--- config.mk ---
export PLATFORM = sky130hd
export DESIGN_NAME = plot_scheduler
export DESIGN_NICKNAME = d
export VERILOG_FILES = /design/src/rtl/plot_scheduler_pkg.sv /design/src/rtl/plot_scheduler_pixel_walker.sv /design/src/rtl/plot_scheduler.sv
export SDC_FILE = /design/constraint.sdc
export NUM_CORES = 1
export LEC_CHECK = 0
export ABC_AREA = 1
export BUFFER_PORTS_ARGS = -buffer_cell sky130_fd_sc_hd__clkbuf_2
export CORE_ASPECT_RATIO = 0.5
export CORE_UTILIZATION = 50
export DETAILED_ROUTE_END_ITERATION = 10
export GPL_ROUTABILITY_DRIVEN = 0
export MAX_ROUTING_LAYER = met4
export PLACE_DENSITY = 0.76
export SYNTH_ARGS = -nofsm -noshare
export SYNTH_HDL_FRONTEND = slang
export SYNTH_SLANG_ARGS = --single-unit
--- constraint.sdc ---
create_clock -name clk -period 1.95 [get_ports clk]
set_input_delay 0.2925 -clock clk [delete_from_list [all_inputs] [get_ports clk]]
set_output_delay 0.2925 -clock clk [all_outputs]
set_load 0.01 [all_outputs]
--- src/rtl/plot_scheduler_pkg.sv ---
// plot_scheduler_pkg: shared graphics constants (screen size, colour width,
// transparent key, sprite size), the scheduler state encoding and a small
// on-screen test used by the pixel pipeline.
package plot_scheduler_pkg;

  localparam int                SCREEN_W_DEF   = 160;
  localparam int                SCREEN_H_DEF   = 120;
  localparam int                SPR_SIZE_DEF   = 16;
  localparam int                SPR_COUNT_DEF  = 4;
  localparam int                COLOUR_W_DEF   = 12;
  localparam logic [11:0]       KEY_COLOUR_DEF = 12'hF0F;

  // Walker coordinates are 8 bits; on-screen sprite coordinates need 9.
  localparam int                COORD_W        = 8;
  localparam int                DRAIN_CYCLES   = 2;

  typedef enum logic [1:0] {
    ST_IDLE    = 2'd0,
    ST_BG_RUN  = 2'd1,
    ST_SPR_RUN = 2'd2,
    ST_DRAIN   = 2'd3
  } state_e;

  // True when a 9-bit coordinate pair lies inside a w x h screen.
  function automatic logic in_screen(input logic [8:0] x, input logic [8:0] y,
                                     input int w, input int h);
    return (int'(x) < w) && (int'(y) < h);
  endfunction

endpackage

--- src/rtl/plot_scheduler_pixel_walker.sv ---
// pixel_walker: loadable width x height row-major coordinate counter.
// 'load' clears the position to (0,0) and captures the extent; 'advance'
// steps one pixel; 'last' flags the final pixel of the current extent.
module pixel_walker
  import plot_scheduler_pkg::*;
(
  input  logic               clk,
  input  logic               reset,
  input  logic               load,
  input  logic [COORD_W-1:0] width,
  input  logic [COORD_W-1:0] height,
  input  logic               advance,
  output logic [COORD_W-1:0] col,
  output logic [COORD_W-1:0] row,
  output logic               last
);

  logic [COORD_W-1:0] col_q, col_d;
  logic [COORD_W-1:0] row_q, row_d;
  logic [COORD_W-1:0] w_q, w_d;
  logic [COORD_W-1:0] h_q, h_d;
  logic               col_end_s;
  logic               row_end_s;

  assign col_end_s = (col_q == (w_q - 8'd1));
  assign row_end_s = (row_q == (h_q - 8'd1));
  assign col       = col_q;
  assign row       = row_q;
  assign last      = col_end_s && row_end_s;

  // Next position: reload on a new blit, otherwise step row-major on advance.
  always_comb begin
    col_d = col_q;
    row_d = row_q;
    w_d   = w_q;
    h_d   = h_q;
    if (load) begin
      col_d = 8'd0;
      row_d = 8'd0;
      w_d   = width;
      h_d   = height;
    end else if (advance) begin
      if (col_end_s) begin
        col_d = 8'd0;
        if (row_end_s) begin
          row_d = 8'd0;
        end else begin
          row_d = row_q + 8'd1;
        end
      end else begin
        col_d = col_q + 8'd1;
      end
    end else begin
      col_d = col_q;
    end
  end

  // Walker registers with synchronous reset.
  always_ff @(posedge clk) begin
    if (reset) begin
      col_q <= 8'd0;
      row_q <= 8'd0;
      w_q   <= 8'd0;
      h_q   <= 8'd0;
    end else begin
      col_q <= col_d;
      row_q <= row_d;
      w_q   <= w_d;
      h_q   <= h_d;
    end
  end

endmodule

--- src/rtl/plot_scheduler.sv ---
// plot_scheduler: owns the vga_adapter pixel port and arbitrates between
// full-screen background blits and 16x16 sprite blits (background wins).
// Pipeline: stage 0 ROM address, stage 1 ROM data + delayed coordinates,
// stage 2 registered oX/oY/oColour/oPlot. Off-screen sprite pixels are
// clipped but still take their cycle.
// Build option: define PLOT_SCHED_TRANSPARENCY_EN to suppress sprite pixels
// whose ROM colour equals KEY_COLOUR; without it every on-screen sprite
// pixel is plotted. Background pixels are never keyed.
module plot_scheduler
  import plot_scheduler_pkg::*;
#(
  parameter int                  SCREEN_W   = SCREEN_W_DEF,
  parameter int                  SCREEN_H   = SCREEN_H_DEF,
  parameter int                  SPR_SIZE   = SPR_SIZE_DEF,
  parameter int                  SPR_COUNT  = SPR_COUNT_DEF,
  parameter int                  COLOUR_W   = COLOUR_W_DEF,
  parameter logic [COLOUR_W-1:0] KEY_COLOUR = KEY_COLOUR_DEF
) (
  input  logic                clk,
  input  logic                reset,
  input  logic                bg_req,
  output logic                bg_ack,
  input  logic                spr_req,
  input  logic [7:0]          spr_x,
  input  logic [7:0]          spr_y,
  input  logic [1:0]          spr_id,
  output logic                spr_ack,
  output logic [14:0]         bg_addr,
  input  logic [COLOUR_W-1:0] bg_q,
  output logic [9:0]          spr_addr,
  input  logic [COLOUR_W-1:0] spr_q,
  output logic [7:0]          oX,
  output logic [7:0]          oY,
  output logic [COLOUR_W-1:0] oColour,
  output logic                oPlot,
  output logic                busy,
  output logic                done
);

  localparam int   SPR_AREA   = SPR_SIZE * SPR_SIZE;
  localparam int   ID_W       = $clog2(SPR_COUNT);
  localparam logic DRAIN_LAST = 1'(DRAIN_CYCLES - 1);
`ifdef PLOT_SCHED_TRANSPARENCY_EN
  localparam logic KEY_EN     = 1'b1;
`else
  localparam logic KEY_EN     = 1'b0;
`endif

  // Control
  state_e              state_q, state_d;
  logic                drain_q, drain_d;
  logic                can_accept_s, accept_bg_s, accept_spr_s, advance_s;
  logic                run_s, spr_run_s;
  // Walker
  logic [COORD_W-1:0]  walk_col_s, walk_row_s;
  logic                walk_last_s;
  logic [COORD_W-1:0]  walk_w_s, walk_h_s;
  // Latched sprite request and ROM addresses
  logic [7:0]          sx_q, sx_d, sy_q, sy_d;
  logic [ID_W-1:0]     id_q, id_d;
  logic [14:0]         bg_addr_q, bg_addr_d;
  logic [9:0]          spr_addr_q, spr_addr_d;
  // Stage 1
  logic                s1_valid_q, s1_valid_d, s1_spr_q, s1_spr_d, s1_last_q, s1_last_d;
  logic [8:0]          s1_x_q, s1_x_d, s1_y_q, s1_y_d;
  // Stage 2 / outputs
  logic [COLOUR_W-1:0] colour_s;
  logic                key_s;
  logic [7:0]          ox_q, ox_d, oy_q, oy_d;
  logic [COLOUR_W-1:0] oc_q, oc_d;
  logic                plot_q, plot_d, done_q, done_d, busy_q, busy_d;
  logic                bg_ack_q, bg_ack_d, spr_ack_q, spr_ack_d;

  assign walk_w_s = accept_bg_s ? 8'(SCREEN_W) : 8'(SPR_SIZE);
  assign walk_h_s = accept_bg_s ? 8'(SCREEN_H) : 8'(SPR_SIZE);

  pixel_walker u_walker (
    .clk     (clk),
    .reset   (reset),
    .load    (accept_bg_s || accept_spr_s),
    .width   (walk_w_s),
    .height  (walk_h_s),
    .advance (advance_s),
    .col     (walk_col_s),
    .row     (walk_row_s),
    .last    (walk_last_s)
  );

  // Scheduler FSM: arbitration, run, and a fixed drain; the last drain cycle
  // may accept directly so the next ack lands the cycle after done.
  always_comb begin
    state_d      = state_q;
    drain_d      = drain_q;
    can_accept_s = 1'b0;
    accept_bg_s  = 1'b0;
    accept_spr_s = 1'b0;
    advance_s    = 1'b0;
    case (state_q)
      ST_IDLE: begin
        can_accept_s = 1'b1;
      end
      ST_BG_RUN, ST_SPR_RUN: begin
        advance_s = 1'b1;
        if (walk_last_s) begin
          state_d = ST_DRAIN;
          drain_d = 1'b0;
        end else begin
          state_d = state_q;
        end
      end
      ST_DRAIN: begin
        if (drain_q == DRAIN_LAST) begin
          can_accept_s = 1'b1;
        end else begin
          drain_d = drain_q + 1'b1;
        end
      end
      default: begin
        state_d = ST_IDLE;
      end
    endcase
    if (can_accept_s) begin
      if (bg_req) begin
        accept_bg_s = 1'b1;
        state_d     = ST_BG_RUN;
      end else if (spr_req) begin
        accept_spr_s = 1'b1;
        state_d      = ST_SPR_RUN;
      end else begin
        state_d = ST_IDLE;
      end
    end else begin
      accept_bg_s = 1'b0;
    end
  end

  // Datapath next values: address counters, request latch, two pipe stages.
  always_comb begin
    run_s     = (state_q == ST_BG_RUN) || (state_q == ST_SPR_RUN);
    spr_run_s = (state_q == ST_SPR_RUN);

    sx_d = sx_q;
    sy_d = sy_q;
    id_d = id_q;
    if (accept_bg_s || accept_spr_s) begin
      sx_d = spr_x;
      sy_d = spr_y;
      id_d = spr_id[ID_W-1:0];
    end else begin
      id_d = id_q;
    end

    // Both walks are row-major over contiguous ROM words, so a counter suffices.
    if (accept_bg_s) begin
      bg_addr_d = 15'd0;
    end else if (state_q == ST_BG_RUN) begin
      bg_addr_d = bg_addr_q + 15'd1;
    end else begin
      bg_addr_d = bg_addr_q;
    end
    if (accept_spr_s) begin
      spr_addr_d = 10'(int'(spr_id[ID_W-1:0]) * SPR_AREA);
    end else if (spr_run_s) begin
      spr_addr_d = spr_addr_q + 10'd1;
    end else begin
      spr_addr_d = spr_addr_q;
    end

    s1_valid_d = run_s;
    s1_spr_d   = spr_run_s;
    s1_last_d  = run_s && walk_last_s;
    if (spr_run_s) begin
      s1_x_d = {1'b0, sx_q} + {1'b0, walk_col_s};
      s1_y_d = {1'b0, sy_q} + {1'b0, walk_row_s};
    end else begin
      s1_x_d = {1'b0, walk_col_s};
      s1_y_d = {1'b0, walk_row_s};
    end

    colour_s = s1_spr_q ? spr_q : bg_q;
    key_s    = KEY_EN && s1_spr_q && (spr_q == KEY_COLOUR);
    plot_d   = s1_valid_q && in_screen(s1_x_q, s1_y_q, SCREEN_W, SCREEN_H) && !key_s;
    if (plot_d) begin
      ox_d = s1_x_q[7:0];
      oy_d = s1_y_q[7:0];
      oc_d = colour_s;
    end else begin
      ox_d = ox_q;
      oy_d = oy_q;
      oc_d = oc_q;
    end
    done_d    = s1_valid_q && s1_last_q;
    busy_d    = (state_d != ST_IDLE);
    bg_ack_d  = accept_bg_s;
    spr_ack_d = accept_spr_s;
  end

  // All state and output registers; reset discards any blit in flight.
  always_ff @(posedge clk) begin
    if (reset) begin
      state_q    <= ST_IDLE;
      drain_q    <= 1'b0;
      sx_q       <= 8'd0;
      sy_q       <= 8'd0;
      id_q       <= '0;
      bg_addr_q  <= 15'd0;
      spr_addr_q <= 10'd0;
      s1_valid_q <= 1'b0;
      s1_spr_q   <= 1'b0;
      s1_last_q  <= 1'b0;
      s1_x_q     <= 9'd0;
      s1_y_q     <= 9'd0;
      ox_q       <= 8'd0;
      oy_q       <= 8'd0;
      oc_q       <= '0;
      plot_q     <= 1'b0;
      done_q     <= 1'b0;
      busy_q     <= 1'b0;
      bg_ack_q   <= 1'b0;
      spr_ack_q  <= 1'b0;
    end else begin
      state_q    <= state_d;
      drain_q    <= drain_d;
      sx_q       <= sx_d;
      sy_q       <= sy_d;
      id_q       <= id_d;
      bg_addr_q  <= bg_addr_d;
      spr_addr_q <= spr_addr_d;
      s1_valid_q <= s1_valid_d;
      s1_spr_q   <= s1_spr_d;
      s1_last_q  <= s1_last_d;
      s1_x_q     <= s1_x_d;
      s1_y_q     <= s1_y_d;
      ox_q       <= ox_d;
      oy_q       <= oy_d;
      oc_q       <= oc_d;
      plot_q     <= plot_d;
      done_q     <= done_d;
      busy_q     <= busy_d;
      bg_ack_q   <= bg_ack_d;
      spr_ack_q  <= spr_ack_d;
    end
  end

  assign bg_ack   = bg_ack_q;
  assign spr_ack  = spr_ack_q;
  assign bg_addr  = bg_addr_q;
  assign spr_addr = spr_addr_q;
  assign oX       = ox_q;
  assign oY       = oy_q;
  assign oColour  = oc_q;
  assign oPlot    = plot_q;
  assign busy     = busy_q;
  assign done     = done_q;

endmodule

==> results of run 1 <==
==> routing by layer <==
layer | track usage (%) | up-vias | part of all wire [%]
met5 | - | - | 0
met4 | 9.70 | 0 | 1.8
met3 | 4.35 | 32 | 8.5
met2 | 40.2 | 274 | 44
met1 | 36.0 | 2510 | 46
li1 | - | 2794 | -
==> tightest hold or removal path: stages <==
cell	delay (ns)
clkbuf_2	0.07
o21ai_0	0.07
nor2_1	0.07
==> per-stage QoR <==
step | hold slack (ns) | std cells | setup WS, ns
2_1_floorplan | 0.395 | 781 | 0.103
4_1_cts | 0.127 | 1061 | 0.0624
3_3_place_gp | 0.418 | 1030 | 0.146
5_1_grt | 0.134 | 1061 | -0.0347
6_report | 0.135 | 1061 | 0.146
3_5_place_dp | 0.416 | 1030 | 0.0977
==> path summary, 6_finish.rpt <==
kind | start | endpoint | slack [ns] | cells past startpoint
max reg2reg | state_q[0] | u_walker.row[0] | 0.15 | 9
min | spr_x[3] | sx_q[3] | 0.13 | 3
max | state_q[0] | u_walker.row[0] | 0.15 | 9
min reg2reg | s1_last_q | done | 0.42 | 2
==> state kept, by name, summed over array words and instances (netlist names), 2 cells and up <==
register and count:
sy_q 8, state_q 2, s1_y_q 9, s1_x_q 9, u_walker.w_q 2, oY 8
bg_addr 15, u_walker.row 8, spr_addr 10, sx_q 8, oX 8, u_walker.col 8
oColour 12
==> power groups by stage <==
| stage | sequential, uW | clock, uW | combinational (uW) |
|---|---|---|---|
| 2_1_floorplan | 2810 | 0 | 987 |
| 3_3_place_gp | 2800 | 0 | 1490 |
| 3_5_place_dp | 2810 | 0 | 1500 |
| 4_1_cts | 2760 | 3260 | 1530 |
| 5_1_grt | 2790 | 3380 | 1760 |
| 6_report | 2760 | 3230 | 1560 |
==> logic make-up after synthesis <==
logic type | after synthesis | share of synthesized area, %
flops | 117 | 41.7
compound gates | 143 | 13.6
mux | 1 | 0.178
fa+ha+maj | 30 | 6.95
xor+xnor | 14 | 2.18
buf+inv | 120 | 8.42
simple gates | 356 | 27.0
==> area by class of cell <==
| type | instances | area (sq um) |
|---|---|---|
| Inverter | 94 | 353 |
| Multi-Input combinational cell | 544 | 2840 |
| Tap cell | 140 | 175 |
| Clock buffer | 23 | 488 |
| Timing Repair Buffer | 135 | 756 |
| Fill cell | 889 | 3460 |
| Clock inverter | 8 | 123 |
| Sequential cell | 117 | 2340 |
==> cell usage after synthesis, types with 2 or more instances <==
| master | number | share of area (%) |
|---|---|---|
| or2_2 | 3 | 0.33 |
| xor2_1 | 9 | 1.4 |
| nor2_1 | 80 | 5.3 |
| o21ai_0 | 44 | 3.9 |
| a221oi_1 | 2 | 0.31 |
| a21oi_1 | 83 | 7.4 |
| nand4_1 | 11 | 1.2 |
| o22ai_1 | 2 | 0.22 |
| nand2_1 | 180 | 12 |
| fa_1 | 2 | 0.71 |
| xnor2_1 | 5 | 0.78 |
| ha_1 | 28 | 6.2 |
| nand3_1 | 57 | 5.1 |
| clkbuf_1 | 14 | 0.94 |
| buf_2 | 9 | 0.80 |
| inv_1 | 92 | 6.2 |
| nor3b_1 | 3 | 0.40 |
| nand3b_1 | 2 | 0.27 |
| nor3_1 | 15 | 1.3 |
| o21bai_1 | 4 | 0.53 |
| dfxtp_1 | 117 | 42 |
==> results.yml, run 1 <==
sta:
  final.setup.tns_ns: 0
  slew-limit-headroom_pct: 71.4
  timing_worst_slew_pin_value_ns: 0.429
  slew_violations: 0
  fmax_mhz: 554
  hold_violations: 0
  timing.final.crit_share_pct: 92.5
  post_layout_min_period_ns: 1.80
  timing.clock.skew_ns: 0.00715
  setup_viol: 0
clock_tree:
  clock-root-buffer: "clkbuf_16"
  cts-root-to-sink-buffers: 2
  worstSkewPairLatency_ns: 0.41
  cts.repair.resized: 0
  post_cts_buffers: 0
  htree_num_levels: 4
  cts.reportedPaths.clkPinSlew_ns: 0.05
  cts-buffers-inserted: 17
  cts.sinks: 117
  hold_buffers: 0
  tritoncts_clock_tree: "built"
final_layout:
  layout_cells_sized_above_1_pct: 20.2
  layout-area-overhead-vs-synth_pct: 26.1
  finalInstanceArea_sq_um: 7080
  mostFrequentLayoutCells: "176 x nand2_1, 117 x dfxtp_1, 103 x clkbuf_2"
  diodes: 0
  fin_nets: 985
  final_core_utilization_pct: 67.2
  layout_commonest_cell: "nand2_1"
grt:
  track_usage_pct: 26.6
  grt_pass1_wl_microns: 24400
  largest_net_degree_at_the_start_of_global_routing: 23
  via_count_of_the_first_global_routing_pass: 5062
  grt.overflow.total: 0
  antenna_found_initial: 0
floorplanning:
  top_level_ports: 104
  core_region_area_sq_um: 10500
  floorplan.rows: 26
  die_w_microns: 152
  die_height_microns: 76.9
  floorplan.die_area_sq_um: 11700
  initial_util_pct: 53.3
power:
  p_sw_uw: 2220
  power_leakage_uw: 0.00327
  share_clk_of_total_power_pct: 42.7
  power.internal_uw: 5330
  finalPower_uw: 7550
  power-per-cell-area_nw_per_um2: 1070
  swShare_pct: 29.4
  pwr-share-seq_pct: 36.6
  max_rail_drop_vdd_mv: 0.611
  p_comb_share_pct: 20.7
yosys:
  netlist-cell-type-count: 40
  yosys_register_bits: 117
  postSynthAreaPerCell_sq_um: 7.19
  seq_area_frac_synth_pct: 41.7
  synth_ff_type: "dfxtp_1"
  synth.cell_area_sq_um: 5610
  synth_enable_flop_cells: 0
  ys.warnings.count: 0
  count_of_mapped_cells_out_of_synthesis: 781
  postSynth.asyncResetShare_pct: 0
  synth.net_count: 857
setup_path:
  required_ns: 2.24
  endpoint_kind: "flop"
  crit_path_max_fanout: 6
  start_kind: "flop"
  critical_path.n_buffers_inverters: 2
  max_stage_delay_ns: 0.37
  cp_top_family: "simple AND/OR/NAND/NOR gates"
  cp_slowest_cell: "ha_2"
  criticalPathCategory: "reg2reg"
  path_cells: "inv_1, ha_2, inv_1, nor2_1, nand2_1, nor2_4, nand2_2, nand2_1, a21oi_1"
  crit_arrival_ns: 2.10
run:
  max_cap_viol_count: 0
placed_design:
  dp_hpwl_microns: 10600
  detailed_place.area_sq_um: 6420
  portBuffers: 103
routing:
  ant_nets: 0
  drt-wirelength-per-cell_microns: 14.0
  avgViaCountPerCell: 5.29
  drt_iter0_drc: 539
  drc: 0
  detail_route.wirelength_microns: 14800
  via_count: 5610
  drt_pass1_iterations: 5
worst_hold_path:
  worst_hold_path_type: "in2reg"
outcome:
  result_of_the_run: "complete, no violations"
(Power assumes the default switching activity.)
==> run 2: changes to the inputs <==
--- a/config.mk
+++ b/config.mk
@@ -11,7 +11,6 @@
 export CORE_UTILIZATION = 50
 export DETAILED_ROUTE_END_ITERATION = 10
 export GPL_ROUTABILITY_DRIVEN = 0
-export MAX_ROUTING_LAYER = met4
 export PLACE_DENSITY = 0.76
 export SYNTH_ARGS = -nofsm -noshare
 export SYNTH_HDL_FRONTEND = slang
==> run 2 against run 1 <==
Net effect:
- clock power is essentially flat
- sequential power is essentially flat
- fmax shrank 0.42%
- worst setup slack lost 0.0077 ns
- final cell count is the same
- worst hold slack gained 0.00084 ns
- utilization is the same
- die area is the same
- register-to-register slack is essentially flat
- sequential share of layout area is the same
- combinational power is essentially flat
- largest cell class unchanged
==> results.yml, run 2 (synthesized netlist as in run 1, its figures left out) <==
floorplanning:
  initial_util_pct: 53.3
  floorplan.rows: 26
  die_w_microns: 152
  floorplan.die_area_sq_um: 11700
  core_region_area_sq_um: 10500
  top_level_ports: 104
  die_height_microns: 76.9
routing:
  drt_pass1_iterations: 5
  ant_nets: 0
  via_count: 5583
  drt-wirelength-per-cell_microns: 14.0
  drt_iter0_drc: 556
  avgViaCountPerCell: 5.26
  detail_route.wirelength_microns: 14900
  drc: 0
setup_path:
  cp_slowest_cell: "ha_2"
  crit_arrival_ns: 2.10
  worst-r2r-cell-count: 9
  rr_endpoint: "u_walker.row[0]"
  endpoint_kind: "flop"
  start_kind: "flop"
  r2r_startpoint: "state_q[0]"
  max_stage_delay_ns: 0.37
  required_ns: 2.24
  path_cells: "inv_1, ha_2, inv_1, nor2_1, nand2_1, nor2_4, nand2_2, nand2_1, a21oi_1"
  ff2ff_setup_slack_ns: 0.14
  criticalPathCategory: "reg2reg"
  crit_path_max_fanout: 6
  critical_path.n_buffers_inverters: 2
  cp_top_family: "simple AND/OR/NAND/NOR gates"
power:
  max_rail_drop_vdd_mv: 0.613
  finalPower_uw: 7550
  power-per-cell-area_nw_per_um2: 1070
  power_leakage_uw: 0.00327
clock_tree:
  cts.sinks: 117
  htree_num_levels: 4
  post_cts_buffers: 0
  tritoncts_clock_tree: "built"
  clock-root-buffer: "clkbuf_16"
  cts.reportedPaths.clkPinSlew_ns: 0.05
  worstSkewPairLatency_ns: 0.40
  cts-buffers-inserted: 17
  cts-root-to-sink-buffers: 2
worst_hold_path:
  worst_hold_path_type: "in2reg"
  worst_hold_path_cells: 3
  hp-start: "spr_x[3]"
  hold_end: "sx_q[3]"
grt:
  largest_net_degree_at_the_start_of_global_routing: 23
  via_count_of_the_first_global_routing_pass: 5058
  antenna_found_initial: 0
  grt.overflow.total: 0
  grt_pass1_wl_microns: 24400
  track_usage_pct: 25.9
sta:
  hold_violations: 0
  slew_violations: 0
  timing_worst_slew_pin_value_ns: 0.483
  timing.final.crit_share_pct: 92.9
  post_layout_min_period_ns: 1.81
  timing.clock.skew_ns: 0.00589
  final.setup.tns_ns: 0
  fmax_mhz: 552
  slew-limit-headroom_pct: 67.8
  setup_viol: 0
final_layout:
  mostFrequentLayoutCells: "176 x nand2_1, 117 x dfxtp_1, 103 x clkbuf_2"
  layout_cells_sized_above_1_pct: 20.2
  diodes: 0
  final.fill_count: 889
  finalInstanceArea_sq_um: 7080
  layout_commonest_cell: "nand2_1"
  fin_nets: 985
  layout-area-overhead-vs-synth_pct: 26.1
  largest_register_ffs: 15
  final_core_utilization_pct: 67.2
outcome:
  result_of_the_run: "complete, no violations"
run:
  max_cap_viol_count: 0
placed_design:
  portBuffers: 103
  detailed_place.area_sq_um: 6420
  dp_hpwl_microns: 10600
[run 2: routing by layer]
layer	vias up	share of wire [%]	track usage [%]	wire, microns
li1	2789	-	-	-
met1	2514	47	36.0	6980
met2	256	44	40.2	6490
met3	24	7.7	4.47	1150
met4	0	1.7	9.70	251
met5	-	0	0	0
[run 2: timing repair]
item,CTS,global route
resized for setup,0,15
setup endpoints to repair,0,23
hold buffers,0,0
[run 2: worst max-delay path by stage]
stage                                from         endpoint  slack, ns  cells past startpoint
final                          state_q[0]  u_walker.row[0]       0.14                      9
after global routing      u_walker.w_q[4]          drain_q      -0.03                     12
after CTS                 u_walker.w_q[4]  u_walker.row[5]       0.06                     10
after detailed placement       state_q[0]      spr_addr[7]        0.1                      7
after global placement         state_q[0]  u_walker.col[0]       0.15                      8
after floorplan           u_walker.col[0]        s1_x_q[6]       0.10                      9
[run 2: cell type report]
type,instances,area [sq um],share of cell area (%)
well taps,140,175,2.47
clock buffers,23,488,6.89
repair buffers,135,756,10.7
multi-input cells,544,2840,40.2
clock inverters,8,123,1.73
inverters,94,353,4.98
flip-flops and latches,117,2340,33.1
[run 2: power by group]
group	internal [uW]	total, uW	leakage (uW)	switching, uW
logic	576	1560	0.00203	986
registers	2620	2760	0.000950	141
clock network	2130	3230	0.000291	1090
[run 2: per-stage QoR]
stage,setup slack (ns),hold slack [ns],std cells
finish,0.139,0.135,1061
global route,-0.0336,0.134,1061
CTS,0.0624,0.127,1061
detailed placement,0.0977,0.416,1030
global placement,0.146,0.418,1030
floorplan,0.103,0.395,781
[run 2: worst reg2reg max path, cell delays in order (launching register included)]
cell	delay, ns
dfxtp_1	0.36
inv_1	0.09
ha_2	0.37
inv_1	0.07
nor2_1	0.14
nand2_1	0.15
nor2_4	0.19
nand2_2	0.13
nand2_1	0.14
a21oi_1	0.06
